===== config.mk =====
export PLATFORM = sky130hd
export DESIGN_NAME = ulpi_reg_ctrl
export DESIGN_NICKNAME = d
export VERILOG_FILES = /design/src/rtl/ulpi_reg_ctrl.sv
export SDC_FILE = /design/constraint.sdc
export NUM_CORES = 1
export LEC_CHECK = 0
export CORE_ASPECT_RATIO = 0.7
export CORE_UTILIZATION = 45
export DETAILED_ROUTE_END_ITERATION = 6
export DONT_BUFFER_PORTS = 1
export HOLD_SLACK_MARGIN = 0.08
export PLACE_DENSITY = 0.61
export SLEW_MARGIN = 10
export SYNTH_ARGS = -nofsm -noshare
export SYNTH_HDL_FRONTEND = slang
export SYNTH_SLANG_ARGS = --single-unit

===== constraint.sdc =====
create_clock -name clk_i -period 2.8 [get_ports clk_i]
set_input_delay 0.42 -clock clk_i [delete_from_list [all_inputs] [get_ports clk_i]]
set_output_delay 0.42 -clock clk_i [all_outputs]
set_load 0.02 [all_outputs]

===== src/rtl/ulpi_reg_ctrl.sv =====
// ULPI link-side register access controller.
// Runs a two-write PHY init sequence, then serves user register reads and writes.
module ulpi_reg_ctrl #(
  parameter logic [7:0] FUNC_CTRL_INIT = 8'h48,
  parameter logic [7:0] OTG_CTRL_INIT  = 8'h00,
  parameter int         TIMEOUT        = 255
) (
  input  logic       clk_i,
  input  logic       rst_i,
  input  logic [7:0] ulpi_data_i,
  output logic [7:0] ulpi_data_o,
  input  logic       ulpi_dir_i,
  input  logic       ulpi_nxt_i,
  output logic       ulpi_stp_o,
  input  logic       req_valid_i,
  input  logic       req_write_i,
  input  logic [5:0] req_addr_i,
  input  logic [7:0] req_wdata_i,
  output logic       req_ready_o,
  output logic       resp_valid_o,
  output logic [7:0] resp_rdata_o,
  output logic       resp_err_o,
  output logic       init_done_o
);

  localparam int CW = $clog2(TIMEOUT + 1);

  typedef enum logic [2:0] {
    IDLE, CMD, WDATA, STOP, RTURN, RDATA
  } state_t;

  state_t        state_q, state_d;
  logic [CW-1:0] cnt_q;
  logic          init_ptr_q;
  logic          init_done_q;
  logic          op_valid_q;
  logic          op_write_q;
  logic [5:0]    op_addr_q;
  logic [7:0]    op_wdata_q;
  logic          resp_valid_q;
  logic          resp_err_q;
  logic [7:0]    resp_rdata_q;

  logic          init_act;
  logic          cur_write;
  logic [5:0]    cur_addr;
  logic [7:0]    cur_wdata;
  logic          accept;
  logic          tmo;
  logic          rd_done;
  logic          tmo_hit;
  logic          fin;

  // Until init completes, the in-flight op is the init write at init_ptr_q.
  assign init_act  = !init_done_q;
  assign cur_write = init_act | op_write_q;
  assign cur_addr  = init_act ? (init_ptr_q ? 6'h0A : 6'h04) : op_addr_q;
  assign cur_wdata = init_act ? (init_ptr_q ? OTG_CTRL_INIT : FUNC_CTRL_INIT)
                              : op_wdata_q;

  assign req_ready_o = (state_q == IDLE) & init_done_q &
                       !op_valid_q & !ulpi_dir_i;
  assign accept      = req_valid_i & req_ready_o;
  assign tmo         = (cnt_q == CW'(TIMEOUT - 1));

  always_comb begin
    state_d = state_q;
    rd_done = 1'b0;
    tmo_hit = 1'b0;
    unique case (state_q)
      IDLE: begin
        if ((init_act | op_valid_q | accept) && !ulpi_dir_i)
          state_d = CMD;
      end
      CMD: begin
        if (ulpi_dir_i)      state_d = IDLE;
        else if (ulpi_nxt_i) state_d = cur_write ? WDATA : RTURN;
      end
      WDATA: begin
        if (ulpi_dir_i)      state_d = IDLE;
        else if (ulpi_nxt_i) state_d = STOP;
      end
      STOP:  state_d = IDLE;
      RTURN: begin
        if (ulpi_dir_i) state_d = RDATA;
      end
      RDATA: begin
        // Any other bus condition is a preemption; the op is retried.
        state_d = IDLE;
        rd_done = ulpi_dir_i & !ulpi_nxt_i;
      end
      default: state_d = IDLE;
    endcase
    if (state_q != IDLE && state_d == state_q && tmo) begin
      state_d = IDLE;
      tmo_hit = 1'b1;
    end
  end

  assign fin = (state_q == STOP) | rd_done | tmo_hit;

  always_comb begin
    ulpi_data_o = 8'h00;
    unique case (state_q)
      CMD:     ulpi_data_o = {1'b1, ~cur_write, cur_addr};
      WDATA:   ulpi_data_o = cur_wdata;
      default: ulpi_data_o = 8'h00;
    endcase
  end

  assign ulpi_stp_o   = (state_q == STOP);
  assign resp_valid_o = resp_valid_q;
  assign resp_err_o   = resp_err_q;
  assign resp_rdata_o = resp_rdata_q;
  assign init_done_o  = init_done_q;

  always_ff @(posedge clk_i or posedge rst_i) begin
    if (rst_i) begin
      state_q      <= IDLE;
      cnt_q        <= '0;
      init_ptr_q   <= 1'b0;
      init_done_q  <= 1'b0;
      op_valid_q   <= 1'b0;
      op_write_q   <= 1'b0;
      op_addr_q    <= '0;
      op_wdata_q   <= '0;
      resp_valid_q <= 1'b0;
      resp_err_q   <= 1'b0;
      resp_rdata_q <= '0;
    end else begin
      state_q      <= state_d;
      resp_valid_q <= 1'b0;
      resp_err_q   <= 1'b0;
      if (state_d != state_q || state_d == IDLE) cnt_q <= '0;
      else                                       cnt_q <= cnt_q + 1'b1;
      if (accept) begin
        op_valid_q <= 1'b1;
        op_write_q <= req_write_i;
        op_addr_q  <= req_addr_i;
        op_wdata_q <= req_wdata_i;
      end
      if (fin) begin
        if (init_act) begin
          init_ptr_q <= 1'b1;
          if (init_ptr_q) init_done_q <= 1'b1;
        end else begin
          op_valid_q   <= 1'b0;
          resp_valid_q <= 1'b1;
          resp_err_q   <= tmo_hit;
          resp_rdata_q <= rd_done ? ulpi_data_i : 8'h00;
        end
      end
    end
  end

endmodule


# Word-level counts from Yosys, hierarchy flattened
# Index checks and enable logic that the tools add are counted.
# classes
n_lt_le_gt_ge	0
n_div	0
multipliers	0
addsub	1
n_shift	0
bitwise	12
n_reduce_logical	13
eq_ne	8
mux	27
# op_table
cell	n
$mux W3	8
$mux W8	3
$pmux W8 S2	1
$pmux W3 S4	1
$mux W1	11
$add A8 B1 Y8 const B	1
$eq A8 B8 Y1 const B	1
$mux W7	1
$eq A3 B2 Y1 const B	2
$eq A3 B3 Y1 const B	2
$logic_not A3 Y1	2
$mux W6	1
$and A1 B1 Y1	5
$or A1 B1 Y1	5
$logic_not A1 Y1	4
$mux W4	1
$reduce_and A2 Y1	2
$eq A3 B1 Y1 const B	1
$eq A3 B3 Y1	1
$logic_and A1 B1 Y1	3
$ne A3 B3 Y1	1
$reduce_bool A3 Y1	1
$not A1 Y1	2
$logic_or A1 B1 Y1	1
# totals
ff_bits	39
romBits	0
ram_bits	0
memories	0
output_inout_bits	21
latch_bits	0

# Longest topological paths before layout
# depth
ltp_word	16
ltp_mapped	6
depth_no_buf	5

# Least setup slack after synthesis
# No wires, ideal clock.
# synth_path
path_kind	register to register
startpoint	reg state_q[0]
endpoint	reg op_addr_q[0]
t_required_ps	2675
setup_time_ps	125
n_path_buf	1
period_less_slack_ps	2410
stages_incl_launch_ff	6
arrival_time_ps	2285
path_slack_ps	390
path_cell_list	dfrtp_1 or4b_4 nor3_1 nand2_1 buf_2 mux2_2
# synth_between
elab_chain_len	5
# synth_lines
element	line	rtl
from (decl)	32	state_t state_q, state_d;
from (signal assigned)	131	state_q <= state_d;
$logic_not A3 Y1	61	assign req_ready_o = (state_q == IDLE) & init_done_q &
$and A1 B1 Y1 (2 in a row)	61	
$and A1 B1 Y1	62	!op_valid_q & !ulpi_dir_i;
net req_ready_o	19	output logic req_ready_o,
$and A1 B1 Y1	63	assign accept = req_valid_i & req_ready_o;
to (signal assigned)	139	op_addr_q <= req_addr_i;
to (decl)	38	logic [5:0] op_addr_q;
# The timed path passes the listed nets, and every way through them passes these cells.
# A chain may end at the register's enable or synchronous reset.

# Worst setup path in the final report
# layout_path
startpoint	reg state_q[1]
endpoint	reg resp_rdata_q[6] (netlist: resp_rdata_o[6])
# layout_between
elab_chain_len	15
elab_cells_between_ends	29
cone_classes	6 x eq/ne; 10 x mux; 7 x bitwise; 6 x reduce/logical
# layout_lines
element	line	rtl
$logic_not A3 Y1	61, 70	
$and A1 B1 Y1 (2 in a row)	61	
$and A1 B1 Y1	62	
$and A1 B1 Y1	63	
$or A1 B1 Y1	72	if ((init_act | op_valid_q | accept) && !ulpi_dir_i)
$logic_and A1 B1 Y1	72	
$mux W3	72	
$pmux W3 S4	70	unique case (state_q)
$eq A3 B3 Y1	94	if (state_q != IDLE && state_d == state_q && tmo) begin
$logic_and A1 B1 Y1 (2 in a row)	94	
$mux W1	94	
$or A1 B1 Y1	100	assign fin = (state_q == STOP) | rd_done | tmo_hit;
$reduce_and A2 Y1 (no line)	--	
to (signal assigned)	150	resp_rdata_q <= rd_done ? ulpi_data_i : 8'h00;
to (decl)	42	logic [7:0] resp_rdata_q;
# Several ways; a longest one is shown, not always the timed one.

==> metrics.csv <==
metric,value,unit
critical_path_required,2.98,ns
first_iter_violations,245,
setup_viol,0,
cts_resized,0,
path_cells,or4b_4 -> o32a_1 -> a2111oi_4 -> buf_4 -> o21ai_0,
period_share,89.4,%
vias_per_cell,6.24,
critPathMaxFanout,14,
critPathBufInv,1,
yosysWarningCount,0,
clkTransAtPathRegs,0.08,ns
fp.dieH,59.0,um
syn_inst,201,
fin_setup_tns,0,ns
syn-num-nets,231,
cp-end-kind,register,
drtPass1Iterations,4,
htree_levels,2,
final_core_util,51.8,%
pwr_density_cell,549,mW/mm2
antenna_found_initial,0,
fin_crit,2.50,ns
relSlewSlack,53.0,%
hpwl,3440,um
leakagePower,0.993,nW
diodes,0,
start_util,47.4,%
start_kind,register,
critical_path_depth,5,
hold_buffers,0,
hp-class,input port to async pin,
synth_edf_count,0,
path_class,register to register,
area_growth,9.28,%
max-cap-violations,0,
critPathSlowestCell,or4b_4,
port_buffers,0,
clock-sinks,39,
synthFlopType,dfrtp_1,
ir_worst_vdd,0.293,mV
outcome,"finished, final reports clean",
worstMarginPinSlew,0.704,ns
dieArea,0.00492,mm2
synth_area,0.00209,mm2
cts_buffers,5,
insertion_delay,0.30,ns
arrival,2.68,ns
grt_pass1_wl,7960,um
finalClockSkew,0.00966,ns
dp_cells,258,
total_power,1.25,mW
cp_top_family,compound AO/OA/AOI/OAI gates,
synth_cell_type_count,52,
grt_usage,21.1,%
ioPinCount,49,
nets,240,
timing.hold.ws,0.130,ns
clock_path_buffers,2,
drive_gt1_share,20.9,%
fmaxAchievable,0.399,GHz
postCtsSetupBuffers,0,
final_cells,266,
cpPeakStageDelay,0.62,ns
placementRows,20,
route.detailed.drc,0,
slew_viol_final,0,
hold_viol,0,
core_area,0.00440,mm2
grt_overflow,0,
place_congestion,0.839,
die_width,83.4,um
yosysSeqAreaShare,46.7,%
rr_worst_depth,5,
rsz0062_at_grt,no,
synthArstFlopShare,100,%
grt_start_max_net_pins,40,
syn_avg_cell_area,10.4,um2
vias,1659,
first_global_vias,1679,
ctsRootBufferMaster,clkbuf_8,
wl_per_cell,18.1,um
ys_ff_latch,39,
cts_tree,built,
drt_wl_total,4810,um
antenna_left,0,
[sequential cells by signal, summed over array words and instances, names as in the netlist]
register and flops:
cnt_q 8, state_q 3, resp_rdata_o 8, init_ptr_q 1, resp_valid_o 1, op_wdata_q 8
init_done_o 1, op_valid_q 1, op_addr_q 6, op_write_q 1, resp_err_o 1
[synthesized netlist by cell type, types with 4 or more instances]
cell      count  area share [%]
dfrtp_1      39              47
nand3_1       4            0.96
nor4_1        7             2.1
nor3_1        6             1.4
o21a_1        4             1.4
mux2_2       15             8.1
a22oi_1      13             4.7
o21ai_2       7             2.9
clkbuf_1      7             1.3
inv_1         7             1.3
nand2_1      18             3.2
nand2b_1      7             2.1
nor2_1       11             2.0
[kinds of logic after synthesis]
| group | synth area share (%) |
|---|---|
| AOI/OAI and AO/OA | 20.7 |
| xor gates and xnor gates | 1.26 |
| adders and majority gates | 1.20 |
| buffers and inverters | 3.65 |
| DFF | 46.7 |
| muxes | 8.56 |
| and+or+nand+nor | 17.9 |
[worst paths after layout]
path                                 from         endpoint  slack [ns]
setup reg to reg               state_q[1]  resp_rdata_o[6]        0.30
hold / removal                      rst_i       init_ptr_q        0.13
max in group asynchronous           rst_i    op_wdata_q[4]        2.32
hold reg to reg              op_addr_q[2]     op_addr_q[2]        0.51
min in group clk_i         ulpi_data_i[7]  resp_rdata_o[7]        0.25
setup / recovery               state_q[1]  resp_rdata_o[6]        0.30
[metal layers]
metal,up-vias,GRT usage [%],wire (um),share of wire [%]
li1,772,-,-,-
met1,813,28.5,2300,48
met2,64,31.1,2070,43
met3,10,7.24,366,7.6
met4,0,9.20,76,1.6
met5,-,0,0,0
[cell type report]
type / count / area (um2)
multi-input combinational: 144 / 1040
clock inverter: 1 / 5.00
clock buffer: 7 / 76.3
timing repair buffer: 12 / 90.1
tap: 55 / 68.8
sequential: 39 / 976
fill: 401 / 2120
inverter: 8 / 30.0
[layout by cell type (no fill, tap or decap), types with 5 or more instances in the layout]
cell,netlist,final
dfrtp_1,39,39
nor2_1,11,11
clkbuf_8,0,5
buf_4,0,12
nand2_1,18,18
nor4_1,7,7
nand2b_1,7,7
mux2_2,15,15
inv_1,7,7
a22oi_1,13,13
nor3_1,6,6
o21ai_2,7,7
[power by group]
part	internal, mW	total, mW	leakage [nW]	switching [mW]
Clock	0.175	0.372	0.0422	0.197
Combinational	0.105	0.263	0.466	0.157
Sequential	0.591	0.620	0.485	0.0286
[stage by stage]
step | cell area (um2) | worst slack [ns]
CTS | 2280 | 0.309
finish | 2280 | 0.296
detailed placement | 2200 | 0.321
floorplan | 2090 | 0.390
global placement | 2200 | 0.399
global route | 2280 | 0.166
(Power assumes the default switching activity.)
